--- config.mk ---
export PLATFORM = sky130hd
export DESIGN_NAME = oc8051_cxrom_fetch
export DESIGN_NICKNAME = d
export VERILOG_FILES = /design/src/rtl/oc8051_cxrom_pkg.sv /design/src/rtl/oc8051_byte_fifo.sv /design/src/rtl/oc8051_cxrom_fetch.sv
export SDC_FILE = /design/constraint.sdc
export NUM_CORES = 1
export LEC_CHECK = 0
export BUFFER_PORTS_ARGS = -buffer_cell sky130_fd_sc_hd__buf_2
export CORE_MARGIN = 2
export CORE_UTILIZATION = 56
export CTS_BUF_LIST = sky130_fd_sc_hd__clkbuf_2
export CTS_CLUSTER_SIZE = 8
export DETAILED_ROUTE_END_ITERATION = 10
export GPL_TIMING_DRIVEN = 0
export PLACE_DENSITY_LB_ADDON = 0.08
export SKIP_LAST_GASP = 1
export SLEW_MARGIN = 20
export SYNTH_ARGS = -nofsm -noshare
export SYNTH_HDL_FRONTEND = slang
export SYNTH_SLANG_ARGS = --single-unit
--- constraint.sdc ---
create_clock -name clk -period 15.8 [get_ports clk]
set_clock_uncertainty 0.05 [all_clocks]
set_input_delay 1.58 -clock clk [delete_from_list [all_inputs] [get_ports clk]]
set_output_delay 1.58 -clock clk [all_outputs]
set_load 0.01 [all_outputs]
--- src/rtl/oc8051_cxrom_pkg.sv ---
// rtl/oc8051_cxrom_pkg.sv - shared cxrom port widths and byte-lane layout
package oc8051_cxrom_pkg;

  localparam int CXROM_ADDR_W         = 16;
  localparam int CXROM_WORD_W         = 32;
  localparam int CXROM_BYTES_PER_WORD = 4;

  // Lane n of a ROM word holds the byte at cxrom_addr + n.
  localparam int CXROM_LANE0_LSB = 0;
  localparam int CXROM_LANE1_LSB = 8;
  localparam int CXROM_LANE2_LSB = 16;
  localparam int CXROM_LANE3_LSB = 24;

  function automatic logic [7:0] cxrom_lane(input logic [CXROM_WORD_W-1:0] word, input int lane);
    return word[lane*8 +: 8];
  endfunction

endpackage

--- src/rtl/oc8051_byte_fifo.sv ---
// rtl/oc8051_byte_fifo.sv - circular byte queue, 4-byte push, 0-3 byte pop, 3-byte head window
module oc8051_byte_fifo
  import oc8051_cxrom_pkg::*;
#(
  parameter int DEPTH = 8
) (
  input  logic                    clk,
  input  logic                    rst,
  input  logic                    flush,
  input  logic                    wr_en,
  input  logic [CXROM_WORD_W-1:0] wr_data,
  input  logic [1:0]              rd_take,
  output logic [$clog2(DEPTH):0]  count,
  output logic [23:0]             head
);

  localparam int AW = $clog2(DEPTH);

  logic [7:0]    mem [DEPTH];
  logic [AW-1:0] wptr;
  logic [AW-1:0] rptr;

  always_ff @(posedge clk) begin
    if (!rst || flush) begin
      wptr  <= '0;
      rptr  <= '0;
      count <= '0;
    end else begin
      wptr  <= wptr + (wr_en ? AW'(CXROM_BYTES_PER_WORD) : '0);
      rptr  <= rptr + AW'(rd_take);
      count <= count - (AW+1)'(rd_take) + (wr_en ? (AW+1)'(CXROM_BYTES_PER_WORD) : '0);
    end
  end

  // Storage needs no reset: bytes beyond count are masked out of the window.
  always_ff @(posedge clk) begin
    if (wr_en) begin
      for (int i = 0; i < CXROM_BYTES_PER_WORD; i++) begin
        mem[wptr + AW'(i)] <= cxrom_lane(wr_data, i);
      end
    end
  end

  for (genvar g = 0; g < 3; g++) begin : g_head
    assign head[8*g +: 8] = (count > (AW+1)'(g)) ? mem[rptr + AW'(g)] : 8'h00;
  end

endmodule

--- src/rtl/oc8051_cxrom_fetch.sv ---
// rtl/oc8051_cxrom_fetch.sv - cxrom prefetch unit presenting a 3-byte instruction window
module oc8051_cxrom_fetch
  import oc8051_cxrom_pkg::*;
#(
  parameter int                      DEPTH    = 8,
  parameter logic [CXROM_ADDR_W-1:0] RESET_PC = 16'h0000
) (
  input  logic                    clk,
  input  logic                    rst,
  output logic [CXROM_ADDR_W-1:0] cxrom_addr,
  input  logic [CXROM_WORD_W-1:0] cxrom_data_in,
  input  logic                    redir_valid,
  input  logic [CXROM_ADDR_W-1:0] redir_addr,
  input  logic [1:0]              take,
  output logic [23:0]             out_data,
  output logic [1:0]              out_count,
  output logic [CXROM_ADDR_W-1:0] out_pc,
  output logic                    take_err
);

  localparam int CW = $clog2(DEPTH) + 1;

  logic [CW-1:0]           count;
  logic [CXROM_ADDR_W-1:0] fptr;
  logic [CXROM_ADDR_W-1:0] rd_pc;
  logic [1:0]              take_eff;
  logic [CW:0]             need;
  logic                    fetch;

  assign out_count = (count >= CW'(3)) ? 2'd3 : count[1:0];
  assign take_eff  = (take > out_count) ? out_count : take;

  // Fetch only if the whole ROM word fits after this cycle's consumption.
  assign need  = {1'b0, count} - (CW+1)'(take_eff) + (CW+1)'(CXROM_BYTES_PER_WORD);
  assign fetch = !redir_valid && (need <= (CW+1)'(DEPTH));

  oc8051_byte_fifo #(.DEPTH(DEPTH)) u_fifo (
    .clk     (clk),
    .rst     (rst),
    .flush   (redir_valid),
    .wr_en   (fetch),
    .wr_data (cxrom_data_in),
    .rd_take (take_eff),
    .count   (count),
    .head    (out_data)
  );

  always_ff @(posedge clk) begin
    if (!rst) begin
      fptr     <= RESET_PC;
      rd_pc    <= RESET_PC;
      take_err <= 1'b0;
    end else if (redir_valid) begin
      fptr  <= redir_addr;
      rd_pc <= redir_addr;
    end else begin
      if (fetch) fptr <= fptr + CXROM_ADDR_W'(CXROM_BYTES_PER_WORD);
      rd_pc <= rd_pc + CXROM_ADDR_W'(take_eff);
      if (take > out_count) take_err <= 1'b1;
    end
  end

  assign cxrom_addr = fptr;
  assign out_pc     = rd_pc;

endmodule

==> results of run 1 <==
==> layout make-up <==
cell class	count	share of cell area
Sequential cell	105	0.3878
Clock buffer	10	0.007076
Buffer	29	0.01734
Tap cell	140	0.02477
Timing Repair Buffer	114	0.08668
Multi-Input combinational cell	406	0.4598
Clock inverter	6	0.008137
Inverter	16	0.008491
==> routing by layer <==
layer	vias to the layer above	part of all wire
met5	-	0
met4	0	0.039
met3	50	0.073
met2	227	0.50
met1	2400	0.39
li1	2315	-
==> cells in the final DEF (no fill, tap or decap), types with 4 or more instances in the layout <==
| cell | count |
|---|---|
| a21boi_0 | 4 |
| a21oi_1 | 25 |
| a31oi_1 | 8 |
| and2_1 | 4 |
| and4_1 | 5 |
| buf_1 | 4 |
| buf_2 | 118 |
| clkbuf_1 | 16 |
| clkbuf_2 | 10 |
| dfxtp_1 | 41 |
| edfxtp_1 | 64 |
| fa_1 | 4 |
| ha_1 | 12 |
| inv_1 | 16 |
| mux2i_1 | 16 |
| mux4_2 | 48 |
| nand2_1 | 131 |
| nand2b_1 | 19 |
| nand3_1 | 9 |
| nand4_1 | 8 |
| nor2_1 | 32 |
| nor2b_1 | 4 |
| nor3_1 | 4 |
| o21ai_0 | 12 |
| xnor2_1 | 15 |
| xor2_1 | 5 |
==> cell families after synthesis <==
group,count (synthesis),share of synthesized area
buffers and inverters,45,0.02965
xor gates and xnor gates,21,0.03289
AOI/OAI and AO/OA,72,0.07777
and+or+nand+nor,231,0.1718
muxes,64,0.2014
DFF,105,0.4451
adders and majority gates,18,0.04142
==> through the flow <==
| step | std cells | hold WS [ns] | power, mW | util | setup slack, ns |
|---|---|---|---|---|---|
| 3_3_place_gp | 806 | 0.4010 | 1.096 | 0.6382 | 8.294 |
| 4_1_cts | 826 | 0.4348 | 1.262 | 0.6553 | 9.690 |
| 2_1_floorplan | 556 | 0.4377 | 0.9090 | - | 10.09 |
| 6_report | 826 | 0.4311 | 1.262 | 0.6553 | 9.672 |
| 3_5_place_dp | 810 | 0.3992 | 1.138 | 0.6454 | 9.078 |
| 5_1_grt | 826 | 0.4498 | 1.344 | 0.6553 | 9.166 |
==> critical path: stages <==
cell      delay (ns)
buf_2           0.11
ha_1            0.30
o22ai_1         0.27
nor2_1          0.08
a21oi_1         0.36
ha_1            0.24
inv_1           0.05
ha_1            0.23
fa_1            0.47
nor3b_1         0.34
o22ai_1         0.30
nor2_1          0.32
ha_2            0.52
buf_16          0.22
clkbuf_1        0.40
clkbuf_1        0.55
nand2_1         0.12
nand2_1         0.10
==> state kept, by name, indices dropped and copies added, names as in the netlist <==
| signal | flops |
|---|---|
| u_fifo.mem | 64 |
| cxrom_addr | 16 |
| out_pc | 16 |
| u_fifo.count | 4 |
| u_fifo.rptr | 3 |
| take_err | 1 |
| u_fifo.wptr | 1 |
==> cell usage after synthesis, drive strengths merged, types with 6 or more instances <==
library cell  count  area [um^2]
nand2           131        491.7
edfxtp           64         1922
mux4             48         1081
dfxtp            41        820.8
nor2             32        120.1
a21oi            25        125.1
nand2b           19        118.9
clkbuf           16        60.06
inv              16        60.06
mux2i            16        160.2
xnor2            15        131.4
ha               14        175.2
buf              13        62.56
o21ai            12        60.06
nand3             9        45.04
a31oi             8        50.05
nand4             8        50.05
xor2              6        71.32
==> worst paths after layout <==
| path | end | slack, ns | from |
|---|---|---|---|
| worst max-delay path | u_fifo.mem[7][5]$_DFFE_PP_ | 9.67 | take[1] |
| worst min-delay path | cxrom_addr[1]$_SDFFE_PN0P_ | 0.43 | cxrom_addr[1]$_SDFFE_PN0P_ |
| worst max register to register | u_fifo.mem[7][5]$_DFFE_PP_ | 9.69 | u_fifo.count[3]$_SDFF_PP0_ |
| worst min register to register | cxrom_addr[1]$_SDFFE_PN0P_ | 0.43 | cxrom_addr[1]$_SDFFE_PN0P_ |
==> where the power goes <==
part / switching (mW) / internal, mW
registers: 0.0481 / 0.378
logic: 0.398 / 0.312
clock network: 0.0899 / 0.0363
total: 0.536 / 0.726
==> flow_metrics.tcl, run 1 <==
set metrics [dict create \
    cp-start-kind "primary input" \
    required_ns 16.24 \
    period_share 0.3878 \
    globalRouteMet1Util 0.3392 \
    busiest_layer "met2" \
    io_pins 112 \
    final_design_area_no_fill_um2 7073 \
    clk_latency_ns 0.62 \
    finalSetupViolations 0 \
    area_growth_pct 14.78 \
    ys_warn_count 0 \
    async_flop_share 0 \
    drtPass1Iterations 5 \
    power_density_nw_per_um2 178.4 \
    die_h_um 108.9 \
    drtIter0Drc 417 \
    wl_per_cell_um 19.45 \
    drv_cap 0 \
    place.gp.congestion 0.8882 \
    synth.net_count 627 \
    reg2regPathDepth 20 \
    routed_wl_mm 16.06 \
    cts_resized 0 \
    grt_pass1_vias 4734 \
    hold_class "flip-flop to flip-flop" \
    hpwl_mm 11.73 \
    ys_seq_elements 105 \
    gr-usage-met3 0.04483 \
    synth_enable_flop_cells 64 \
    gr-usage-all-layers 0.2794 \
    min_period_ns 6.128 \
    numCtsBuffers 9 \
    peakVddDrop_uv 129.8 \
    grt-ovfl-total 0 \
    tns_ns 0 \
    place_area_um2 6965 \
    worst_slew_margin_rel 0.3478 \
    crit_fanout 23 \
    io_buffers 110 \
    ys_types 50 \
    core.rowCount 38 \
    synthCells 556 \
    fillers 879 \
    diodes 0 \
    seq_area_um2 2743 \
    grt_max_degree 34 \
    cts_root_buf "clkbuf_2" \
    cts.sinks 105 \
    start_util 0.5709 \
    hold_viol 0 \
    p_leak_nw 2.762 \
    final_layout_size_suffix_gt1_frac 0.2843 \
    crit_arrival_ns 6.57 \
    ys_seq_area_frac 0.4451 \
    multi_input_area_um2 3252 \
    hold_depth 2 \
    worstMarginPinSlew_ns 0.9714 \
    fmax_mhz 163.2 \
    htreeDepth 3 \
    rsz0062_at_grt "no" \
    grt_first_pass_wirelength_mm 24.30 \
    antenna_found_initial 0 \
    slew_viol_final 0 \
    critPathKind "primary input to flip-flop" \
    avgSynthCellArea_um2 11.08 \
    cts_buffer_depth 2 \
    status "completed" \
    synthesis.area_um2 6162 \
    cts_hold_buf 0 \
    ys.flop_type "edfxtp_1" \
    use_met2 0.4800 \
    route.detailed.drc 0 \
    die_w_um 108.9 \
    fp.dieArea_um2 11860 \
    final_net_count 752 \
    core_area_um2 10790 \
    cts_setup_buffers 0 \
    end_kind "flip-flop" \
    clk_pin_slew_worst_paths_ns 0.27 \
    cts_tree "built" \
    vias 4992 \
    vias_per_cell 6.044 \
    route.antenna.remaining_nets 0 \
]
Power figures use the tool's default switching activity.
==> inputs of run 2 (changes only) <==
==> constraint.sdc (replaced) <==
create_clock -name clk -period 5.95 [get_ports clk]
set_clock_uncertainty 0.05 [all_clocks]
set_input_delay 0.595 -clock clk [delete_from_list [all_inputs] [get_ports clk]]
set_output_delay 0.595 -clock clk [all_outputs]
set_load 0.01 [all_outputs]
==> flow_metrics.tcl, run 2 (synthesis gave the netlist of run 1 again) <==
set metrics [dict create \
    antenna_found_initial 0 \
    finalSetupViolations 0 \
    pwr-share-clk 0.100 \
    grt_max_degree 34 \
    cp_num_buf_inv 5 \
    die_h_um 108.9 \
    vias 4974 \
    cp_top_family "adder cells" \
    mostFrequentLayoutCell "nand2_1" \
    drtIter0Drc 464 \
    switchingPower_mw 1.412 \
    slew_viol_final 0 \
    fmax_mhz 189.9 \
    cts_hold_buf 0 \
    hold_viol 0 \
    route.antenna.remaining_nets 0 \
    layout_common_cells "nand2_1, buf_2, edfxtp_1" \
    area_growth_pct 14.94 \
    worstMarginPinSlew_ns 1.026 \
    peakVddDrop_uv 272.5 \
    cts_tree "built" \
    swShare 0.4224 \
    start_util 0.5709 \
    slowest_stage "fa_1" \
    cts.sinks 105 \
    io_pins 112 \
    required_ns 6.39 \
    worst_slew_margin_rel 0.3114 \
    diodes 0 \
    place.gp.congestion 0.8882 \
    core.rowCount 38 \
    gr-usage-all-layers 0.2794 \
    cts_root_buf "clkbuf_2" \
    numCtsBuffers 9 \
    io_buffers 110 \
    rsz0062_at_grt "no" \
    core_area_um2 10790 \
    end_kind "flip-flop" \
    grt-ovfl-total 0 \
    period_share 0.8849 \
    power_density_nw_per_um2 472.0 \
    min_period_ns 5.265 \
    cp_slowest_stage_delay_ns 0.47 \
    status "completed" \
    hpwl_mm 11.73 \
    fin_util 0.6563 \
    clk_pin_slew_worst_paths_ns 0.27 \
    p_comb_frac 0.561 \
    grt_first_pass_wirelength_mm 24.30 \
    cp-start-kind "flip-flop" \
    clk_latency_ns 0.62 \
    wl_per_cell_um 19.21 \
    final_layout_size_suffix_gt1_frac 0.2924 \
    drtPass1Iterations 5 \
    route.detailed.drc 0 \
    die_w_um 108.9 \
    drv_cap 0 \
    largest-register "u_fifo.mem" \
    largest_reg_flops 64 \
    crit_arrival_ns 5.71 \
    crit_chain "buf_4 -> nor3_2 -> inv_1 -> ha_1 -> o22ai_1 -> nor2_1 -> a21oi_1 -> ha_1 -> inv_1 -> ha_1 -> fa_1 -> nor3b_1 -> o22ai_1 -> nor2_2 -> ha_2 -> buf_12 -> clkbuf_2 -> nand2_1 -> nand2_1" \
    power.internal_mw 1.931 \
    power.total_mw 3.343 \
    crit_path_frequent_cell "ha_1" \
    grt_pass1_vias 4734 \
    stdcell_count 824 \
    power_frac_seq 0.339 \
    htreeDepth 3 \
    final_net_count 750 \
    cts_buffer_depth 2 \
    vias_per_cell 6.036 \
    p_leak_nw 2.774 \
    place_inst 810 \
    critPathKind "flip-flop to flip-flop" \
    fillers 877 \
    fp.dieArea_um2 11860 \
    crit_fanout 42 \
    hold_class "primary input to flip-flop" \
    routed_wl_mm 15.83 \
]
## run 2: cell count changes in the layout (fill, tap and decap cells not counted), sizes merged
cell | previous run | this run
clkbuf | 26 | 24
## run 2: timing repair
| action | 4_1_cts | 5_1_grt |
|---|---|---|
| hold endpoints to repair | 0 | 0 |
| gates resized for setup | 2 | 6 |
| buffers inserted | 0 | 0 |
| setup endpoints to repair | 40 | 48 |
## run 2: final timing paths
kind	startpoint	endpoint	slack [ns]	cells after the start
setup / recovery	u_fifo.count[3]$_SDFF_PP0_	u_fifo.mem[2][5]$_DFFE_PP_	0.68	19
hold / removal	cxrom_data_in[7]	u_fifo.mem[4][7]$_DFFE_PP_	0.14	1
setup reg to reg	u_fifo.count[3]$_SDFF_PP0_	u_fifo.mem[2][5]$_DFFE_PP_	0.68	19
hold reg to reg	cxrom_addr[1]$_SDFFE_PN0P_	cxrom_addr[1]$_SDFFE_PN0P_	0.43	2
## run 2: power by group through the flow
stage                     clock network, mW  registers, mW  logic, mW
final                                 0.333           1.13       1.88
after global routing                  0.369           1.15       2.06
after CTS                             0.339           1.12       1.89
after detailed placement                  0           1.14       1.88
after global placement                    0           1.13       1.78
after floorplan                           0           1.11       1.30
## run 2: final cells by class
type	count	area, um^2	share of cell area
clock inverter	6	57.56	0.008126
clock buffer	10	50.05	0.007066
buffer	27	120.1	0.01696
timing repair buffer	114	613.1	0.08656
multi-input combinational	406	3264	0.4609
sequential	105	2743	0.3872
inverter	16	60.06	0.008479
tap	140	175.2	0.02473
## run 2: per-layer routing
layer / up-vias / wire length (um) / GRT usage
met5: - / 0 / 0
met4: 0 / 582 / 0.1456
met3: 44 / 1177 / 0.04483
met2: 248 / 7914 / 0.4800
met1: 2372 / 6154 / 0.3392
li1: 2310 / - / -
## run 2: through the flow
step,setup slack (ns),hold WS [ns],cell area [um^2],setup TNS [ns]
2_1_floorplan,0.6636,0.4377,6162,0
3_3_place_gp,-1.556,0.4010,6888,-95.30
3_5_place_dp,-0.03699,0.3992,6965,-0.3401
4_1_cts,-0.1367,0.08810,7076,-2.268
5_1_grt,0.1887,0.08579,7083,0
6_report,0.6849,0.1375,7083,0
==> inputs of run 3 (changes only) <==
--- a/config.mk
+++ b/config.mk
@@ -6,9 +6,9 @@
 export NUM_CORES = 1
 export LEC_CHECK = 0
 export BUFFER_PORTS_ARGS = -buffer_cell sky130_fd_sc_hd__buf_2
+export CORE_ASPECT_RATIO = 1.5
 export CORE_MARGIN = 2
 export CORE_UTILIZATION = 56
-export CTS_BUF_LIST = sky130_fd_sc_hd__clkbuf_2
 export CTS_CLUSTER_SIZE = 8
 export DETAILED_ROUTE_END_ITERATION = 10
 export GPL_TIMING_DRIVEN = 0
==> flow_metrics.tcl, run 3 (synthesis gave the netlist of run 1 again) <==
set metrics [dict create \
    p_leak_nw 2.853 \
    period_share 0.9366 \
    cts_root_buf "clkbuf_16" \
    diodes 0 \
    rsz0062_at_grt "no" \
    pwr-share-clk 0.165 \
    place.gp.congestion 0.9014 \
    crit_fanout 23 \
    crit_chain "buf_4 -> nor3_2 -> buf_4 -> inv_1 -> ha_1 -> o22ai_1 -> nor2_1 -> a21oi_1 -> ha_1 -> inv_1 -> ha_1 -> fa_1 -> nor3b_1 -> o22ai_1 -> nor2_1 -> ha_2 -> clkbuf_2 -> nand2_1 -> nand2_1" \
    hold_viol 0 \
    area_growth_pct 18.07 \
    cts_tree "built" \
    htreeDepth 3 \
    die_h_um 132.5 \
    power_density_nw_per_um2 501.6 \
    crit_path_frequent_cell "ha_1" \
    final_design_area_no_fill_um2 7276 \
    switchingPower_mw 1.476 \
    cts_buffer_depth 2 \
    vias_per_cell 6.088 \
    power_frac_seq 0.312 \
    routed_wl_mm 16.73 \
    io_buffers 110 \
    slew_viol_final 0 \
    cp_slowest_stage_delay_ns 0.63 \
    wl_per_cell_um 20.21 \
    cp-start-kind "flip-flop" \
    route.antenna.remaining_nets 0 \
    drtPass1Iterations 5 \
    hold_class "primary input to flip-flop" \
    slowest_stage "ha_2" \
    drtIter0Drc 289 \
    swShare 0.4044 \
    antenna_found_initial 0 \
    drv_cap 0 \
    route.detailed.drc 0 \
    critPathKind "flip-flop to flip-flop" \
    fp.dieArea_um2 11880 \
    power.internal_mw 2.174 \
    grt_max_degree 38 \
    p_comb_frac 0.523 \
    largest_reg_flops 64 \
    min_period_ns 5.572 \
    fin_util 0.6833 \
    numCtsBuffers 9 \
    holdWs_ns 0.4201 \
    gr-usage-all-layers 0.2908 \
    mostFrequentLayoutCell "nand2_1" \
    grt-ovfl-total 0 \
    clk_latency_ns 0.35 \
    core_area_um2 10650 \
    hpwl_mm 12.54 \
    required_ns 6.12 \
    end_kind "flip-flop" \
    largest-register "u_fifo.mem" \
    grt_first_pass_wirelength_mm 25.40 \
    cts.sinks 105 \
    vias 5041 \
    final_layout_size_suffix_gt1_frac 0.2924 \
    grt_pass1_vias 4989 \
    die_w_um 89.65 \
    status "completed" \
    crit_arrival_ns 5.74 \
    clk_pin_slew_worst_paths_ns 0.07 \
    worstMarginPinSlew_ns 1.127 \
    cts_setup_buffers 0 \
    layout_common_cells "nand2_1, buf_2, edfxtp_1" \
    io_pins 112 \
    final_net_count 750 \
    place_area_um2 6978 \
    core.rowCount 46 \
    finalSetupViolations 0 \
    fmax_mhz 179.5 \
    worst_slew_margin_rel 0.2433 \
    start_util 0.5787 \
    peakVddDrop_uv 251.3 \
]
-- run 3: worst paths after layout --
| kind | from | endpoint | slack [ns] | depth (start not counted) |
|---|---|---|---|---|
| max reg2reg | u_fifo.count[3]$_SDFF_PP0_ | u_fifo.mem[3][6]$_DFFE_PP_ | 0.38 | 19 |
| min reg2reg | cxrom_addr[1]$_SDFFE_PN0P_ | cxrom_addr[1]$_SDFFE_PN0P_ | 0.42 | 2 |
| min | cxrom_data_in[5] | u_fifo.mem[0][5]$_DFFE_PP_ | 0.42 | 1 |
| max | u_fifo.count[3]$_SDFF_PP0_ | u_fifo.mem[3][6]$_DFFE_PP_ | 0.38 | 19 |
-- run 3: cell type report --
class | instances | area (um^2)
Buffer | 27 | 120.1
Clock buffer | 9 | 225.2
Clock inverter | 7 | 75.07
Fill cell | 817 | 3372
Inverter | 16 | 60.06
Multi-Input combinational cell | 406 | 3252
Sequential cell | 105 | 2743
Tap cell | 144 | 180.2
Timing Repair Buffer | 114 | 620.6
-- run 3: critical path, delay by kind of cell, from the launching register on --
| kind | cells | cell delay (ns) |
|---|---|---|
| compound gates | 3 | 0.99 |
| fa+ha+maj | 5 | 1.87 |
| buf+inv | 5 | 0.97 |
| flops | 1 | 0.30 |
| simple gates | 6 | 1.26 |
-- run 3: what timing repair did --
action                     in CTS  in global routing
hold buffers                    0                  0
resized for setup               4                  0
setup endpoints to repair      40                 21
-- run 3: routing by layer --
metal / global-route usage / up-vias / share of wire
li1: - / 2310 / -
met1: 0.3150 / 2441 / 0.34
met2: 0.5286 / 237 / 0.55
met3: 0.04304 / 53 / 0.062
met4: 0.1434 / 0 / 0.044
met5: 0 / - / 0
-- run 3: power groups by stage --
stage               clock [mW]  sequential, mW  combinational, mW
floorplan                    0            1.11               1.30
global placement             0            1.14               1.79
detailed placement           0            1.15               1.90
CTS                      0.607            1.14               1.91
global route             0.633            1.15               2.08
finish                   0.602            1.14               1.91
-- run 3: metrics by stage --
stage	std cells	TNS (ns)	power (mW)	setup slack, ns
detailed placement	814	-3.948	3.051	-0.1705
finish	828	0	3.649	0.3775
CTS	829	0	3.656	0.05549
floorplan	556	0	2.414	0.6636
global placement	810	-100.86	2.931	-1.561
global route	828	0	3.869	0.06577
